$ cat src/rtl/shift_595_receiver_if.sv
// ---------------------------------------------------------------------------
// shift_595_receiver_if
//   Three-wire 74HC595-style link (shift clock, serial data, latch strobe).
//   The driver side uses the master modport and the receiver uses slave.
//
//   SCLK : link shift clock; data is shifted in on its rising edge
//   DIO  : link serial data, MSB first
//   RCLK : link latch strobe; a rising edge transfers the frame
// ---------------------------------------------------------------------------
interface shift_595_receiver_if;
  logic SCLK;
  logic DIO;
  logic RCLK;

  modport master (output SCLK, output DIO, output RCLK);
  modport slave  (input  SCLK, input  DIO, input  RCLK);
endinterface

$ cat src/rtl/shift_595_receiver.sv
// ---------------------------------------------------------------------------
// shift_595_receiver
//   Serial-to-parallel receiver for the 74HC595-style link. The link pins are
//   asynchronous to clk and are oversampled through synchronizer chains.
//   DIO is shifted in MSB-first on each SCLK rising edge. A WIDTH-bit frame
//   is moved to data_out on an RCLK rising edge. Frames with the wrong bit
//   count, latches with no open frame, and frames that stall for
//   TIMEOUT_CNT cycles are reported on frame_err.
//
//   clk        : system clock, all logic on its rising edge
//   rst_n      : asynchronous active-low reset
//   link       : SCLK / DIO / RCLK link pins (slave modport)
//   data_out   : last good frame, MSB = first bit received
//   data_valid : one-cycle pulse when data_out updates
//   frame_err  : one-cycle pulse on bad bit count, empty latch or timeout
//   busy       : high while a frame is open
// ---------------------------------------------------------------------------
module shift_595_receiver #(
  parameter int WIDTH       = 16,
  parameter int SYNC_STAGES = 2,
  parameter int TIMEOUT_CNT = 1000
) (
  input  logic                 clk,
  input  logic                 rst_n,
  shift_595_receiver_if.slave  link,
  output logic [WIDTH-1:0]     data_out,
  output logic                 data_valid,
  output logic                 frame_err,
  output logic                 busy
);

  localparam int CNT_W = $clog2(WIDTH + 1) + 1;
  localparam int TMR_W = $clog2(TIMEOUT_CNT) + 1;

  localparam logic [CNT_W-1:0] CNT_FULL = CNT_W'(WIDTH);
  localparam logic [CNT_W-1:0] CNT_MAX  = CNT_W'(WIDTH + 1);
  localparam logic [TMR_W-1:0] TMR_LAST = TMR_W'(TIMEOUT_CNT - 1);

  typedef enum logic {
    IDLE = 1'b0,
    RECV = 1'b1
  } state_t;

  // Synchronizer chains, stage 0 is closest to the pin.
  logic [SYNC_STAGES-1:0] sclk_sync_q, sclk_sync_d;
  logic [SYNC_STAGES-1:0] dio_sync_q,  dio_sync_d;
  logic [SYNC_STAGES-1:0] rclk_sync_q, rclk_sync_d;

  // Previous synced values for edge detection.
  logic sclk_prev_q, sclk_prev_d;
  logic rclk_prev_q, rclk_prev_d;

  // Registered edge pulses plus the DIO sample that belongs to the SCLK edge.
  logic sclk_edge_q, sclk_edge_d;
  logic rclk_edge_q, rclk_edge_d;
  logic dio_bit_q,   dio_bit_d;

  // Frame state.
  state_t            state_q,   state_d;
  logic [WIDTH-1:0]  sr_q,      sr_d;
  logic [CNT_W-1:0]  bit_cnt_q, bit_cnt_d;
  logic [TMR_W-1:0]  timer_q,   timer_d;

  // Registered outputs.
  logic [WIDTH-1:0]  data_out_q,   data_out_d;
  logic              data_valid_q, data_valid_d;
  logic              frame_err_q,  frame_err_d;
  logic              busy_q,       busy_d;

  // Next-state logic for the synchronizers, edge detectors and frame FSM.
  always_comb begin
    sclk_sync_d = {sclk_sync_q[SYNC_STAGES-2:0], link.SCLK};
    dio_sync_d  = {dio_sync_q[SYNC_STAGES-2:0],  link.DIO};
    rclk_sync_d = {rclk_sync_q[SYNC_STAGES-2:0], link.RCLK};

    sclk_prev_d = sclk_sync_q[SYNC_STAGES-1];
    rclk_prev_d = rclk_sync_q[SYNC_STAGES-1];

    // The edge is registered for timing; DIO is delayed by the same stage so
    // the bit shifted in is the one sampled alongside the SCLK rise.
    sclk_edge_d = sclk_sync_q[SYNC_STAGES-1] & ~sclk_prev_q;
    rclk_edge_d = rclk_sync_q[SYNC_STAGES-1] & ~rclk_prev_q;
    dio_bit_d   = dio_sync_q[SYNC_STAGES-1];

    state_d      = state_q;
    sr_d         = sr_q;
    bit_cnt_d    = bit_cnt_q;
    timer_d      = timer_q;
    data_out_d   = data_out_q;
    data_valid_d = 1'b0;
    frame_err_d  = 1'b0;

    // Shift and count first, so a latch arriving in the same cycle sees the
    // updated frame.
    if (sclk_edge_q) begin
      sr_d    = {sr_q[WIDTH-2:0], dio_bit_q};
      timer_d = '0;
      state_d = RECV;
      if (bit_cnt_q != CNT_MAX) begin
        bit_cnt_d = bit_cnt_q + CNT_W'(1);
      end
    end else if (state_q == RECV) begin
      timer_d = timer_q + TMR_W'(1);
    end

    // A latch always closes the frame and takes priority over the timeout.
    // A latch with no open frame sees a count of zero and is an error.
    if (rclk_edge_q) begin
      if (state_d == RECV && bit_cnt_d == CNT_FULL) begin
        data_out_d   = sr_d;
        data_valid_d = 1'b1;
      end else begin
        frame_err_d  = 1'b1;
      end
      bit_cnt_d = '0;
      timer_d   = '0;
      state_d   = IDLE;
    end else if (state_q == RECV && !sclk_edge_q && timer_q == TMR_LAST) begin
      frame_err_d = 1'b1;
      bit_cnt_d   = '0;
      timer_d     = '0;
      state_d     = IDLE;
    end

    busy_d = (state_d == RECV);
  end

  // All state registers. Clock/latch chains reset high so a line that is
  // already high when reset releases does not look like a rising edge.
  always_ff @(posedge clk or negedge rst_n) begin
    if (!rst_n) begin
      sclk_sync_q  <= '1;
      dio_sync_q   <= '0;
      rclk_sync_q  <= '1;
      sclk_prev_q  <= 1'b1;
      rclk_prev_q  <= 1'b1;
      sclk_edge_q  <= 1'b0;
      rclk_edge_q  <= 1'b0;
      dio_bit_q    <= 1'b0;
      state_q      <= IDLE;
      sr_q         <= '0;
      bit_cnt_q    <= '0;
      timer_q      <= '0;
      data_out_q   <= '0;
      data_valid_q <= 1'b0;
      frame_err_q  <= 1'b0;
      busy_q       <= 1'b0;
    end else begin
      sclk_sync_q  <= sclk_sync_d;
      dio_sync_q   <= dio_sync_d;
      rclk_sync_q  <= rclk_sync_d;
      sclk_prev_q  <= sclk_prev_d;
      rclk_prev_q  <= rclk_prev_d;
      sclk_edge_q  <= sclk_edge_d;
      rclk_edge_q  <= rclk_edge_d;
      dio_bit_q    <= dio_bit_d;
      state_q      <= state_d;
      sr_q         <= sr_d;
      bit_cnt_q    <= bit_cnt_d;
      timer_q      <= timer_d;
      data_out_q   <= data_out_d;
      data_valid_q <= data_valid_d;
      frame_err_q  <= frame_err_d;
      busy_q       <= busy_d;
    end
  end

  assign data_out   = data_out_q;
  assign data_valid = data_valid_q;
  assign frame_err  = frame_err_q;
  assign busy       = busy_q;

endmodule

$ cat src/flat_wrapper.sv
// flat-port wrapper written by rule: the top's interface ports become plain ports
module shift_595_receiver_flat 
#(
  parameter int WIDTH       = 16,
  parameter int SYNC_STAGES = 2,
  parameter int TIMEOUT_CNT = 1000
)
  (clk, rst_n, data_out, data_valid, frame_err, busy, link_SCLK, link_DIO, link_RCLK);
  shift_595_receiver_if link_i ();
  input  logic clk;
  input  logic rst_n;
  output logic [WIDTH-1:0] data_out;
  output logic data_valid;
  output logic frame_err;
  output logic busy;
  input wire logic [$bits(link_i.SCLK)-1:0] link_SCLK;
  input wire logic [$bits(link_i.DIO)-1:0] link_DIO;
  input wire logic [$bits(link_i.RCLK)-1:0] link_RCLK;
  assign link_i.SCLK = link_SCLK;
  assign link_i.DIO = link_DIO;
  assign link_i.RCLK = link_RCLK;
  shift_595_receiver #(.WIDTH(WIDTH), .SYNC_STAGES(SYNC_STAGES), .TIMEOUT_CNT(TIMEOUT_CNT)) u_core (.clk(clk), .rst_n(rst_n), .link(link_i), .data_out(data_out), .data_valid(data_valid), .frame_err(frame_err), .busy(busy));
endmodule
$ cat config.mk
export PLATFORM = sky130hd
export DESIGN_NAME = shift_595_receiver_flat
export DESIGN_NICKNAME = d
export VERILOG_FILES = /design/src/rtl/shift_595_receiver_if.sv /design/src/rtl/shift_595_receiver.sv /design/src/flat_wrapper.sv
export SDC_FILE = /design/constraint.sdc
export NUM_CORES = 1
export LEC_CHECK = 0
export ABC_AREA = 1
export BUFFER_PORTS_ARGS = -buffer_cell sky130_fd_sc_hd__buf_2
export CORE_MARGIN = 5
export CORE_UTILIZATION = 30
export CTS_CLUSTER_DIAMETER = 100
export DETAILED_ROUTE_END_ITERATION = 6
export MAX_ROUTING_LAYER = met4
export PLACE_DENSITY = 0.5
export SYNTH_ARGS = -nofsm -noshare
export SYNTH_HDL_FRONTEND = slang
export SYNTH_SLANG_ARGS = --single-unit
export TNS_END_PERCENT = 10
$ cat constraint.sdc
create_clock -name clk -period 2.9 [get_ports clk]
set_input_delay 0.29 -clock clk [delete_from_list [all_inputs] [get_ports clk]]
set_output_delay 0.29 -clock clk [all_outputs]
set_load 0.01 [all_outputs]
==> summary.md <==
| Metric | Value |
|---|---|
| Outcome | finished, final reports clean |
| Std-Cell Rows | 34 |
| Max Freq | 460 MHz |
| Clk_skew | between 9 and 10 ps |
| Fin. Hold Viols | 0 |
| Register area | 1580 sq um |
| GRT overflow | 0 |
| Worst Hold Class | in2reg |
| DR iter-0 viols | between 50 and 60 |
| Synthesized instance count | roughly 290 |
| Clk root buf | clkbuf_8 |
| Sequential area share after synthesis | 58.7% |
| Reg2reg path depth | 9 |
| Die area | 11,000 sq um |
| Setup crit end kind | register |
| Total power | between 2000 and 2500 uW |
| Worst VDD drop | between 200 and 300 uV |
| Multi-input combinational cell area | about 950 sq um |
| Antenna Nets Post-Route | 0 |
| Lkg Pwr | 0.00158 uW |
| Post_cts resized | 0 |
| Wire length per cell | 11.8 um |
| Tmin final | approximately 2200 ps |
| Critical Path Start Type | register |
| Ys Warns | 0 |
| Top cells by area, synth | dfrtp_1, nand2_1, dfstp_2 |
| Port Buf Inserts | 23 |
| Worst Path Max Fanout | 28 |
| Die X | between 100 and 150 um |
| Latest clock arrival within the worst-skew pair | ~330 ps |
| #FFs+latches synth | 63 |
| Top FF cell, synth | dfrtp_1 |
| Vias in the first global route | between 1,500 and 2,000 |
| Global-route wire length before repair | 9130 um |
| Syn Area/Cell | between 9 and 10 sq um |
| Residual DRC count | 0 |
| WHS | between 50 and 60 ps |
| Nets | around 320 |
| CTS Buf Count | 9 |
| Placed Cells | ~410 |
| Max-slew violations | 0 |
| Filler cell count in the final layout | 899 |
| Data required, critical path | between 3000 and 4000 ps |
| Setup TNS | 0 ps |
| Largest net degree at the start of global routing | 64 |
| Postcts setup bufs | 0 |
| Initial core utilization | roughly 30% |
| Total GRT Usage | 10.6% |
| CTS Hold Bufs | 0 |
| Clock-pin transition on the worst setup and hold timing paths | ~70 ps |
| Count of cell types in the netlist | 27 |
| Die Ht | between 100 and 150 um |
| Core Area | ~9000 sq um |
| Critical Path AT | between 2000 and 2500 ps |
| Hold Path Stages | 1 |
| Syn-to-layout area delta | 16.6% |
| # H-tree levels | 3 |
| Antenna fix cells | 0 |
| Post-layout util | 35.9% |
| Clock Sinks | 63 |
| Max cap viols | 0 |
| Hpwl dp | 3290 um |
| CTS tree | done |
| Initial antenna violation count | 0 |
| Vias per inst | roughly 4.4 |
| Critical path class | reg2reg |
| Total Wirelength | 5050 um |
| Async set or reset register ratio after synthesis | 100% |
| IO Count | 24 |
| Vias | between 1,500 and 2,000 |
| Final Wtd Congestion | ~0.76 |
| Mapped Nets | between 200 and 300 |
| Cell with the most instances after synthesis | nand2_1 |
| RSZ-0062 raised after global routing | false |
| Clk buf depth | 2 |
| Yosys top cell by area | dfrtp_1 |
| Post-synthesis cell area | roughly 2700 sq um |
| Relative slew slack | 42.2% |
| Non-filler instance count after layout | 428 |
| Top cell type's share of synthesized area | between 50% and 60% |
| Number of synthesized flops with an enable pin | 0 |
| Power Dens Cells | between 600 and 700 nW/um^2 |
| Final worst-path cycle share | around three quarters |
| Share of layout cells above drive strength 1 | 20.0% |
| Setup violators final | 0 |
| Worst slew pin tran | between 800 and 900 ps |
| First-pass DRT Iterations | 4 |
| Commonest cells post-synth | nand2_1, dfrtp_1, nand3_1, inv_1, nor2_1 |
==> worst max-delay path, cell delays in order (launching register included) <==
cell	delay, ps
dfrtp_1	910
nand2_2	110
nor2_2	160
nand4_1	90
nand2_1	110
inv_2	70
nor2_8	260
nand2_4	190
nand2_1	110
nand2_1	50
==> area by class of cell <==
cell class	count	share of cell area, %
Sequential cell	63	50.4
Multi-Input combinational cell	189	30.2
Clock buffer	10	4.38
Tap cell	108	4.30
Timing Repair Buffer	25	4.14
Clock inverter	6	3.42
Inverter	27	3.22
==> logic make-up (layout without fill, tap and decap cells) <==
kind of cell               count (synthesis)  count (layout)  synth area share [%]
xor gates and xnor gates                   8               8                  2.60
buffers and inverters                     36              68                  6.08
AOI/OAI and AO/OA                         25              25                  4.73
DFF                                       63              63                  58.7
adders and majority gates                  3               3                  1.39
and+or+nand+nor                          153             153                  26.5
==> path summary, 6_finish.rpt <==
| path | from | endpoint | slack [ps] |
|---|---|---|---|
| min reg2reg | u_core.rclk_sync_q[1]$_DFF_PN1_ | u_core.rclk_prev_q$_DFF_PN1_ | 350 |
| max reg2reg | u_core.sclk_edge_q$_DFF_PN0_ | u_core.data_out[13]$_DFFE_PN0P_ | 730 |
| min in group asynchronous | rst_n | u_core.dio_sync_q[1]$_DFF_PN0_ | 120 |
| max | u_core.sclk_edge_q$_DFF_PN0_ | u_core.data_out[13]$_DFFE_PN0P_ | 730 |
| min | link_DIO | u_core.dio_sync_q[0]$_DFF_PN0_ | 50 |
| max in group asynchronous | rst_n | u_core.data_out[10]$_DFFE_PN0P_ | 2260 |
==> power by group <==
group | internal [uW] | switching (uW) | total (uW) | leakage (uW)
clock network | 591 | 343 | 934 | 0.000122
registers | 945 | 39.4 | 985 | 0.000834
logic | 48.3 | 106 | 154 | 0.000622
total | 1580 | 488 | 2070 | 0.00158
==> cell usage in the layout (no fill, tap or decap), types with 3 or more instances in the layout <==
cell and count:
buf_2 23, bufinv_16 3, clkbuf_8 10, dfrtp_1 57
dfstp_2 6, ha_1 3, inv_1 23, inv_2 4
nand2_1 86, nand2_2 5, nand3_1 26, nand4_1 4
nor2_1 17, nor3_1 4, o21ai_0 14, o21ai_1 10
xor2_1 6
==> layer usage <==
layer,part of all wire (%),global-route usage [%]
met5,0,-
met1,48,13.2
met2,47,15.9
met3,3.6,3.58
met4,1.4,4.11
==> through the flow <==
| step | cell area (sq um) | worst slack (ps) |
|---|---|---|
| after floorplan | 2700 | 1300 |
| after global routing | 3150 | 443 |
| after global placement | 2900 | 736 |
| after detailed placement | 2900 | 705 |
| after CTS | 3150 | 704 |
| final | 3150 | 726 |
==> flip-flops by register name, indices dropped and copies added, names as in the netlist, 2 cells and up <==
name	flops
u_core.dio_sync_q	2
u_core.sclk_sync_q	2
u_core.rclk_sync_q	2
u_core.data_out	16
u_core.timer_q	11
u_core.bit_cnt_q	6
u_core.sr_q	16
(Power assumes the default switching activity.)
